<file path="src/rtl/mux_sel_arbiter.sv">
// Two-channel round-robin arbiter producing the select line for a
// downstream 2:1 mux. One requester owns the mux at a time. While the
// other channel is waiting, the owner keeps the grant for at most MAX_HOLD
// consecutive cycles. Every output comes straight from a flop, so there is
// no combinational path from a request to any output.
//
// Handshake: req0/req1 are levels that the requester holds until it has
// been served. gnt0/gnt1 are the acknowledgement and appear one cycle after
// the request is sampled. A requester releases the mux by dropping its req.
module mux_sel_arbiter #(
    parameter int MAX_HOLD = 4,
    parameter int CNT_W    = 3
) (
    input  logic             clk,
    input  logic             rst_n,
    input  logic             req0,
    input  logic             req1,
    output logic             sel,
    output logic             gnt0,
    output logic             gnt1,
    output logic             busy,
    output logic [CNT_W-1:0] hold_cnt,
    output logic [1:0]       dbg_state
);

    // One bit per grant, so the grant flags are plain state-register bits.
    typedef enum logic [1:0] {
        IDLE   = 2'b00,
        GRANT0 = 2'b01,
        GRANT1 = 2'b10
    } state_t;

    // Last hold_cnt value before the owner must rotate out to a waiting channel.
    localparam int unsigned        HOLD_LAST_I = MAX_HOLD - 1;
    localparam logic [CNT_W-1:0]   HOLD_LAST   = HOLD_LAST_I[CNT_W-1:0];

    state_t           state_q, state_d;
    logic             last_q, last_d;     // channel served most recently
    logic             sel_q, sel_d;
    logic [CNT_W-1:0] hold_q, hold_d;

    // State, pointer, select and counter registers; reset acts asynchronously.
    always_ff @(posedge clk or negedge rst_n) begin
        if (!rst_n) begin
            state_q <= IDLE;
            last_q  <= 1'b1;              // channel 0 wins the first contention
            sel_q   <= 1'b0;
            hold_q  <= '0;
        end else begin
            state_q <= state_d;
            last_q  <= last_d;
            sel_q   <= sel_d;
            hold_q  <= hold_d;
        end
    end

    // Next-state logic: round-robin arbitration with a bounded hold time.
    always_comb begin
        state_d = state_q;
        last_d  = last_q;
        hold_d  = hold_q;
        sel_d   = sel_q;

        unique case (state_q)
            IDLE: begin
                hold_d = '0;
                if (req0 && req1) begin
                    state_d = last_q ? GRANT0 : GRANT1;
                end else if (req0) begin
                    state_d = GRANT0;
                end else if (req1) begin
                    state_d = GRANT1;
                end
            end

            GRANT0: begin
                if (!req0) begin
                    // Owner released; a release beats the hold limit.
                    last_d  = 1'b0;
                    hold_d  = '0;
                    state_d = req1 ? GRANT1 : IDLE;
                end else if (hold_q == HOLD_LAST) begin
                    // Hold limit reached: rotate only if the other side waits.
                    hold_d = '0;
                    if (req1) begin
                        last_d  = 1'b0;
                        state_d = GRANT1;
                    end
                end else begin
                    hold_d = hold_q + CNT_W'(1);
                end
            end

            GRANT1: begin
                if (!req1) begin
                    last_d  = 1'b1;
                    hold_d  = '0;
                    state_d = req0 ? GRANT0 : IDLE;
                end else if (hold_q == HOLD_LAST) begin
                    hold_d = '0;
                    if (req0) begin
                        last_d  = 1'b1;
                        state_d = GRANT0;
                    end
                end else begin
                    hold_d = hold_q + CNT_W'(1);
                end
            end

            default: begin
                state_d = IDLE;
                hold_d  = '0;
            end
        endcase

        // Select follows the owner; it keeps its value through IDLE so the
        // downstream mux output does not glitch between grants.
        if (state_d == GRANT0) begin
            sel_d = 1'b0;
        end else if (state_d == GRANT1) begin
            sel_d = 1'b1;
        end
    end

    assign gnt0      = state_q[0];
    assign gnt1      = state_q[1];
    assign busy      = state_q[0] | state_q[1];
    assign sel       = sel_q;
    assign hold_cnt  = hold_q;
    assign dbg_state = state_q;

endmodule
</file>
<file path="config.mk">
export PLATFORM = sky130hd
export DESIGN_NAME = mux_sel_arbiter
export DESIGN_NICKNAME = d
export VERILOG_FILES = /design/src/rtl/mux_sel_arbiter.sv
export SDC_FILE = /design/constraint.sdc
export NUM_CORES = 1
export LEC_CHECK = 0
export BUFFER_PORTS_ARGS = -buffer_cell sky130_fd_sc_hd__buf_2
export CORE_AREA = 4 4 41 43
export CTS_CLUSTER_SIZE = 16
export DETAILED_ROUTE_END_ITERATION = 12
export DIE_AREA = 0 0 45 47
export GPL_TIMING_DRIVEN = 0
export SLEW_MARGIN = 10
export SYNTH_ARGS = -nofsm -noshare
export SYNTH_HDL_FRONTEND = slang
export SYNTH_SLANG_ARGS = --single-unit
export TNS_END_PERCENT = 100
</file>
<file path="constraint.sdc">
create_clock -name clk -period 2.15 [get_ports clk]
set_input_delay 0.3225 -clock clk [delete_from_list [all_inputs] [get_ports clk]]
set_output_delay 0.3225 -clock clk [all_outputs]
set_load 0.05 [all_outputs]
</file>
==> reports/results.ini, run 1 <==
[floorplan]
die_area_sq_um=2120
ios=13
rows=13
die_width_um=45
core-area_sq_um=1300
initial_core_util=0.402
die_h_um=47

[clock_tree]
root_buffer=clkbuf_4
cts_buffers=3
clk_pin_slew_ns=0.05
cts_tree=yes
hold_buffers=1
htreeDepth=1
clock_latency_ns=0.25
cts_buffer_depth=2
cts.sinks=7
post_cts.repair.setup_buffers=0
post_cts_resized=0

[detailed_routing]
drc=0
via_count=425
wl_per_cell_um=12.0
first_pass_iters=2
antenna_left=0
drt_iter0_drc=6
wirelength_um=992
avgViaCountPerCell=5.12

[outcome]
status=complete, no violations

[yosys]
yosys_warnings=0
ys_types=29
synth_area_sq_um=523
synth-edff-count=0
ys_dominant_reg_cell=dfrtp_1
synthesis.nets=63
synth.yosys.seq_area_share=0.337
netlist_instances=53
ys_ff_latch=7
avgSynthCellArea_sq_um=9.87
synth-async-reset-ratio=1.00

[setup_path]
cp.arrival_ns=1.93
worstPathMaxFanout=8
start_kind=flip-flop
reg2reg_depth=8
critPathCapture=sel
r2r-start=dbg_state[0]
crit_type=flip-flop to flip-flop
r2r_end=sel
worst_ep_required_time_ns=2.28
reg2reg_slack_ns=0.35
crit_path_end_kind=flip-flop
worstSetupStartpoint=dbg_state[0]

[timing]
fin_crit_sh=0.837
max_freq_mhz=556
slew_headroom=0.834
slew_violations=0
clock-skew-final_ns=0.00247
final-setup-viol-count=0
finalHoldViolations=0
fin_tns_setup_ns=0
rsz0062_at_grt=no
worst_pin_slew_ns=0.251
finalCriticalPeriod_ns=1.80

[placed_design]
dp_hpwl_um=749
portBuffers=10
globalplace.congestion=0.666

[global_route]
grt_pass1_wl_um=1520
antenna_found_initial=0
grt_usage=0.104
grt_max_degree=11
grt_pass1_vias=368
grt_overflow_total=0

[pwr]
powerDensity_nw_per_um2=1480
p_leak_uw=0.000319
vdd_drop_max_uv=792

[worst_hold_path]
worstHoldPathType=input pin to flip-flop
hold_depth=2

[layout]
antenna_cells=0
nNetsFinal=79
final_common_cell=buf_2
drive_above_1_share=0.353
area_delta_synth_final_pct=20.6
layout_common_cells=buf_2 (10), ha_1 (6), inv_1 (4), dfrtp_1 (4)
final_util=0.485

[flow_run]
maxCapViolations=0

worst min-delay path by stage:
| stage | startpoint | to | slack [ns] |
|---|---|---|---|
| final | req1 | last_q | 0.30 |
| after floorplan | rst_n | dbg_state[0] | 0.03 |
| after CTS | req1 | last_q | 0.29 |
| after detailed placement | rst_n | sel | 0.17 |
| after global routing | req1 | last_q | 0.30 |
| after global placement | rst_n | sel | 0.17 |
critical path, cell delays in order, from the launching register on:
cell	delay, ns
dfrtp_2	0.44
inv_1	0.08
ha_1	0.23
and3b_2	0.20
a31oi_1	0.19
a31o_1	0.18
ha_1	0.23
nand2_1	0.06
o21ai_0	0.07
cells by family after synthesis:
family,count (synthesis),share of synthesized area
muxes,3,0.0670
and+or+nand+nor,16,0.184
DFF,7,0.337
buffers and inverters,8,0.0933
AOI/OAI and AO/OA,13,0.175
adders and majority gates,6,0.144
power by group:
part	leakage [uW]	switching, uW	total, uW	internal, uW
logic	0.000218	384	577	193
registers	0.0000861	52.5	239	186
clock network	0.0000150	49.6	120	70.9
synth_stat cells (2+ instances only):
| cell | number | area share |
|---|---|---|
| dfrtp_1 | 6 | 0.29 |
| buf_4 | 3 | 0.043 |
| a31oi_1 | 2 | 0.024 |
| mux2i_1 | 2 | 0.038 |
| nand2b_1 | 2 | 0.024 |
| nand3b_1 | 2 | 0.029 |
| a21oi_1 | 3 | 0.029 |
| nor2_1 | 2 | 0.014 |
| ha_1 | 6 | 0.14 |
| inv_1 | 4 | 0.029 |
| nand2_1 | 3 | 0.022 |
routing by layer:
| layer | track usage | up-vias | part of all wire |
|---|---|---|---|
| met3 | 0.0345 | 3 | 0.066 |
| li1 | - | 219 | - |
| met1 | 0.147 | 191 | 0.52 |
| met2 | 0.133 | 12 | 0.40 |
| met5 | 0 | - | 0 |
| met4 | 0.0702 | 0 | 0.021 |
flip-flops by register name, summed over array words and instances (netlist names):
name and flops:
sel 1, dbg_state 2, last_q 1, hold_cnt 3
final cells by class:
cell class                      count  area (sq um)
Multi-Input combinational cell     38           298
Clock buffer                        4          26.3
Sequential cell                     7           179
Timing Repair Buffer               11          60.1
Tap cell                           15          18.8
Buffer                              4          33.8
Inverter                            4          15.0
Fill cell                         127           671
through the flow:
stage	instances	total power, uW	hold slack, ns	worst slack (ns)	area (sq um)
after floorplan	53	698	0.0269	0.00150	526
after global placement	78	813	0.167	0.347	594
after global routing	83	1010	0.296	0.241	631
final	83	936	0.297	0.350	631
after detailed placement	78	817	0.167	0.362	594
after CTS	83	949	0.289	0.347	631
(Power assumes the default switching activity.)
==> run 2, diff against run 1 <==
Settings changed: ABC_AREA set to 1, PLACE_DENSITY set to 0.69.
Clock period 2.15 ns to 1.6 ns, I/O delays scaled along.
==> run 2 against run 1 <==
Against the previous run:
- power up 68%
- sequential power up 27%
- register-to-register slack worse by 0.41 ns
- critical path type unchanged
- the run now ends with setup timing left
- largest cell class unchanged
==> reports/results.ini, run 2 <==
[yosys]
netlist_instances=70  ; +32%
ys_types=21  ; -28%
synth.area.top_cells=dfrtp_1 (26%), ha_1 (13%), nand3_2 (10%), nand2_1 (7.8%), inv_1 (5.9%)
synthesis.nets=80  ; +27%
ys_ff_latch=7  ; unchanged
synth_top_area_share=0.261  ; -0.0262
yosys_warnings=0  ; unchanged
synth-async-reset-ratio=1.00  ; unchanged
synth.largest_area_cell=dfrtp_1
synth_area_sq_um=576  ; +10%
synth_common_cells=nand2_1 (12), inv_1 (9), nor2_1 (7)
ys_dominant_reg_cell=dfrtp_1
synth.most_common_cell=nand2_1
avgSynthCellArea_sq_um=8.22  ; -17%
synth-edff-count=0  ; unchanged
synth.yosys.seq_area_share=0.307  ; -0.0308

[layout]
fillCellCount=125  ; -1.6%
final_common_cell=nand2_1
drive_above_1_share=0.596  ; +0.243
nNetsFinal=105  ; +33%
antenna_cells=0  ; unchanged
area_delta_synth_final_pct=39.8
layout_common_cells=nand2_1 (12), buf_4 (10), buf_2 (10)
largest_register_ffs=3  ; unchanged

[clock_tree]
clock_latency_ns=0.25  ; about the same
cts.sinks=7  ; unchanged
cts_buffers=3  ; unchanged
cts_buffer_depth=2  ; unchanged
htreeDepth=1  ; unchanged
clk_pin_slew_ns=0.05  ; about the same
cts_tree=yes
root_buffer=clkbuf_4

[detailed_routing]
wirelength_um=1220  ; +23%
drt_iter0_drc=2  ; -4
antenna_left=0  ; unchanged
wl_per_cell_um=11.2  ; -6.3%
via_count=502  ; +18%
drc=0  ; unchanged
avgViaCountPerCell=4.61  ; -10%
first_pass_iters=2  ; unchanged

[global_route]
grt_pass1_wl_um=2000  ; +32%
grt_usage=0.138  ; +0.0334
antenna_found_initial=0  ; unchanged
grt_max_degree=9  ; -2
grt_pass1_vias=520  ; +41%
grt_overflow_total=0  ; unchanged

[setup_path]
slowest_delay_ns=0.44  ; about the same
start_kind=flip-flop
crit_path_end_kind=flip-flop
crit_type=flip-flop to flip-flop
path_cells=buf_12 -> ha_4 -> nand2_2 -> clkinv_2 -> nand3_2 -> nand2_1 -> inv_1 -> a21oi_2 -> ha_1 -> nand2_1 -> o21ai_1
cp.arrival_ns=1.80  ; -0.13 ns
worst_ep_required_time_ns=1.73  ; -0.55 ns
worstPathMaxFanout=3  ; -5
cp_common_cell=nand2_1
reg2reg_slack_ns=-0.06  ; -0.41 ns
critical_path.slowest_cell=dfrtp_2

[pwr]
total_power_uw=1570  ; +68%
powerDensity_nw_per_um2=1950  ; +31%
p_leak_uw=0.000404  ; +27%
vdd_drop_max_uv=1000  ; +27%

[timing]
clock-skew-final_ns=0.000629  ; -0.00185 ns
rsz0062_at_grt=yes
max_freq_mhz=601  ; +8.2%
finalHoldViolations=0  ; unchanged
final-setup-viol-count=1  ; +1
setup_ws_ns=-0.0633  ; -0.413 ns
slew_headroom=0.816  ; -0.0183
finalCriticalPeriod_ns=1.66  ; -0.137 ns
slew_violations=0  ; unchanged
worst_pin_slew_ns=0.275  ; +0.0239 ns
fin_crit_sh=1.04  ; +0.202
fin_tns_setup_ns=-0.0633  ; -0.0633 ns

[floorplan]
rows=13  ; unchanged
die_area_sq_um=2120  ; unchanged
core-area_sq_um=1300  ; unchanged
initial_core_util=0.442  ; +0.0404
die_h_um=47  ; unchanged
die_width_um=45  ; unchanged
ios=13  ; unchanged

[placed_design]
globalplace.congestion=0.752  ; +13%
portBuffers=10  ; unchanged
dp_hpwl_um=850  ; +13%

[worst_hold_path]
worstHoldPathType=input pin to async pin

[outcome]
failed_checks=setup timing
status=complete, but fails checks

[flow_run]
maxCapViolations=0  ; unchanged

run 2: cell count changes after synthesis, moves of 3 or more:
| cell | change |
|---|---|
| nor2_1 | +5 |
| nand2_2 | +3 |
| nand2_1 | +9 |
| inv_1 | +5 |
| nor2_2 | +3 |
| nand3_2 | +6 |
| inv_2 | +3 |
run 2: routing by layer:
layer / global-route usage / vias up / routed length, um
met5: 0 / - / 0
met1: 0.144 / 228 / 540
met2: 0.240 / 11 / 608
met3: 0.0421 / 0 / 72
li1: - / 263 / -
met4: 0.0877 / 0 / 0
run 2: cell families after synthesis:
group	Yosys count	share of synthesized area
flops	7	0.307
compound gates	6	0.0696
fa+ha+maj	6	0.130
buf+inv	17	0.152
simple gates	34	0.341
run 2: path summary, 6_finish.rpt:
check,startpoint,end,depth (start not counted)
hold / removal,rst_n,sel,2
min in group clk,req1,last_q,4
hold reg to reg,hold_cnt[0],hold_cnt[0],1
setup / recovery,dbg_state[0],sel,11
setup reg to reg,dbg_state[0],sel,11
max in group asynchronous,rst_n,last_q,2
run 2: through the flow:
stage               area (sq um)  setup slack [ns]  cells   util  hold WS, ns
floorplan                    594            -0.364     70      -      -0.0556
global placement             663            -0.117     95  0.510       0.0832
detailed placement           663            -0.168     95  0.510       0.0834
CTS                          782           -0.0604    107  0.601        0.340
global route                 805            -0.183    109  0.618        0.364
finish                       805           -0.0633    109  0.618        0.351
run 2: layout make-up:
cell class / count / area [sq um] / share of cell area
Buffer: 4 / 37.5 / 0.0467
Inverter: 13 / 58.8 / 0.0731
Multi-Input combinational cell: 46 / 344 / 0.428
Sequential cell: 7 / 179 / 0.222
Timing Repair Buffer: 20 / 140 / 0.174
Clock buffer: 4 / 26.3 / 0.0327
Tap cell: 15 / 18.8 / 0.0233
run 2: power by group:
part	total [uW]	internal, uW	switching [uW]
registers	303	247	56.1
clock network	159	95.1	64.1
logic	1110	443	664
total	1570	785	784
run 2: repair_timing:
action                                  in CTS  in global routing
setup buffers                                7                  2
resized for setup                            5                  3
endpoints found under the setup margin       1                  1
hold buffers                                 1                  0
hold endpoints to repair                     6                  0
gates cloned                                 0                  0
pin swaps                                    6                  2
run 2: critical path, delay by kind of cell, from the launching register on:
| family | cells | cell delay, ns |
|---|---|---|
| compound gates | 2 | 0.12 |
| simple gates | 4 | 0.26 |
| fa+ha+maj | 2 | 0.47 |
| buf+inv | 3 | 0.26 |
| flops | 1 | 0.44 |
==> run 3, diff against run 2 <==
Settings changed: CORE_AREA 4 4 41 43 to not set, CORE_MARGIN set to 4, CORE_UTILIZATION set to 25, DIE_AREA 0 0 45 47 to not set, PLACE_DENSITY 0.69 to not set, SETUP_SLACK_MARGIN set to 0.5.
==> run 3 against run 2 <==
Against the previous run:
- the run still ends with setup timing left
- sequential power grew 9.2%
- clock skew increased by 0.00078 ns
- non-clock buffer count increased by 1
- flip-flop and latch count did not move
- cell count is 13% higher
- power rose by 16%
- clock power is essentially flat
- critical path depth shrank 1
- hold slack barely moved
- routed wire length rose by 9.3%
- critical endpoint unchanged
- highest routed layer unchanged
==> reports/results.ini, run 3 (synthesis results as in run 2) <==
[pwr]
p_leak_uw=0.000434  ; +7.4%
clockPowerShare=0.086  ; -0.015
vdd_drop_max_uv=1280  ; +28%
switching_share=0.466  ; -0.0339
powerDensity_nw_per_um2=1920  ; -1.5%
p_int_uw=973  ; +24%
pwr-share-seq=0.182  ; -0.011
combinationalPowerShare=0.732  ; +0.027
netSwitchingPower_uw=848  ; +8.2%

[timing]
slew_headroom=0.881  ; +0.0654
worst_pin_slew_ns=0.178  ; -0.0962 ns
hold_slack_ns=0.351  ; -0.000203 ns
rsz0062_at_grt=yes
clock-skew-final_ns=0.00141  ; +0.000778 ns
max_freq_mhz=599  ; -0.29%
finalCriticalPeriod_ns=1.67  ; +0.00483 ns
fin_crit_sh=1.04  ; +0.00302
setup_ws_ns=-0.0682  ; -0.00483 ns
final-setup-viol-count=1  ; unchanged
slew_violations=0  ; unchanged
finalHoldViolations=0  ; unchanged

[detailed_routing]
antenna_left=0  ; unchanged
drt_iter0_drc=4  ; +2
wirelength_um=1340  ; +9.3%
avgViaCountPerCell=4.12  ; -10%
first_pass_iters=2  ; unchanged
via_count=507  ; +1.0%
drc=0  ; unchanged
wl_per_cell_um=10.9  ; -3.1%

[setup_path]
crit_path_end_kind=flip-flop
start_kind=flip-flop
slowest_delay_ns=0.45  ; about the same
critical_path.slowest_cell=dfrtp_2
cp.arrival_ns=1.80  ; about the same
worst_ep_required_time_ns=1.73  ; about the same
path_cells=inv_4 -> ha_2 -> nand2_2 -> inv_2 -> nand3_2 -> nand2_2 -> o21bai_2 -> ha_1 -> nand2_1 -> o21ai_1
worstPathMaxFanout=3  ; unchanged
cp_common_cell=nand2_2
crit_type=flip-flop to flip-flop

[global_route]
grt_pass1_wl_um=2150  ; +7.5%
grt_overflow_total=0  ; unchanged
grt_pass1_vias=501  ; -3.7%
grt_usage=0.0860  ; -0.0517
antenna_found_initial=0  ; unchanged
grt_max_degree=9  ; unchanged

[floorplan]
rows=17  ; +4
core-area_sq_um=2210  ; +70%
initial_core_util=0.260  ; -0.182
ios=13  ; unchanged
die_width_um=56.0  ; +24%
die_h_um=56.0  ; +19%
die_area_sq_um=3130  ; +48%

[clock_tree]
cts_tree=yes
cts_buffer_depth=2  ; unchanged
htreeDepth=1  ; unchanged
cts_buffers=3  ; unchanged
clock_latency_ns=0.24  ; about the same
root_buffer=clkbuf_4
cts.sinks=7  ; unchanged
clk_pin_slew_ns=0.05  ; about the same

[outcome]
failed_checks=setup timing
status=complete, but fails checks

[placed_design]
portBuffers=10  ; unchanged
globalplace.congestion=0.819  ; +8.9%
pre_cts_slack_ns=-0.141  ; +0.0270 ns
placed_area_sq_um=686  ; +3.4%
dp_hpwl_um=880  ; +3.6%
placedCellCount=108  ; +14%

[flow_run]
maxCapViolations=0  ; unchanged

[layout]
layout_common_cells=nand2_1 (11), buf_4 (8), buf_6 (7), nor2_1 (7)
largest_register_ffs=3  ; unchanged
drive_above_1_share=0.653  ; +0.0569
fillCellCount=222  ; +78%
antenna_cells=0  ; unchanged
final_common_cell=nand2_1
final_util=0.429  ; -0.190
area_delta_synth_final_pct=64.8
stdcell_area_sq_um=948  ; +18%
nNetsFinal=106  ; +0.95%
stdcell_count=123  ; +13%

[worst_hold_path]
worstHoldPathType=input pin to async pin

==> run 3: cell count changes in the layout (fill, tap and decap cells not counted), moves of 2 or more <==
cell,before,now
buf_2,10,1
buf_8,0,6
buf_6,2,7
buf_4,10,8
dfrtp_1,4,2
dfrtp_2,2,4
nand2_4,0,2
nor2_1,5,7
nor2_2,5,3
==> run 3: worst max-delay path, delay by kind of cell (launching register included) <==
kind,cells,cell delay (ns)
flip-flops,1,0.45
AO/OA/AOI/OAI,2,0.14
AND/OR/NAND/NOR,4,0.30
buffers and inverters,2,0.16
adder cells (fa/ha/maj),2,0.51
==> run 3: power by group through the flow <==
| stage | clock [uW] | sequential, uW | combinational [uW] |
|---|---|---|---|
| 2_1_floorplan | 0 | 469 | 570 |
| 3_3_place_gp | 0 | 324 | 868 |
| 3_5_place_dp | 0 | 327 | 881 |
| 4_1_cts | 164 | 328 | 1180 |
| 5_1_grt | 180 | 340 | 1430 |
| 6_report | 157 | 331 | 1330 |
==> run 3: area by class of cell <==
type | count | area (sq um) | share of cell area
Multi-Input combinational cell | 46 | 372 | 0.392
Timing Repair Buffer | 21 | 226 | 0.239
Tap cell | 28 | 35.0 | 0.0369
Buffer | 4 | 45.0 | 0.0475
Inverter | 13 | 62.6 | 0.0660
Clock buffer | 4 | 26.3 | 0.0277
Sequential cell | 7 | 181 | 0.191
==> run 3: layer usage <==
| layer | part of all wire | global-route usage | vias to the layer above |
|---|---|---|---|
| li1 | - | - | 263 |
| met1 | 0.46 | 0.107 | 235 |
| met2 | 0.50 | 0.139 | 9 |
| met3 | 0.033 | 0.0209 | 0 |
| met4 | 0 | 0.0407 | 0 |
| met5 | 0 | 0 | - |
==> run 3: repair_timing <==
action,in CTS,in global routing
endpoints found under the hold margin,6,0
setup buffers,7,3
resized for setup,27,14
pin swaps,2,5
hold buffers,1,0
endpoints found under the setup margin,15,15
==> run 3: final timing paths <==
path                               from     end  slack, ns  depth (start not counted)
setup / recovery           dbg_state[0]     sel      -0.07                         10
hold / removal                    rst_n     sel       0.35                          2
setup reg to reg           dbg_state[0]     sel      -0.07                         10
hold reg to reg                     sel     sel       0.50                          2
max in group asynchronous         rst_n  last_q       1.02                          2
min in group clk                   req1  last_q       0.36                          4
==> run 3: metrics by stage <==
step | TNS, ns | total power (uW)
after detailed placement | -0.141 | 1210
after global placement | -0.130 | 1190
final | -0.0682 | 1820
after CTS | -0.0371 | 1670
after global routing | -0.161 | 1950
after floorplan | -0.364 | 1040
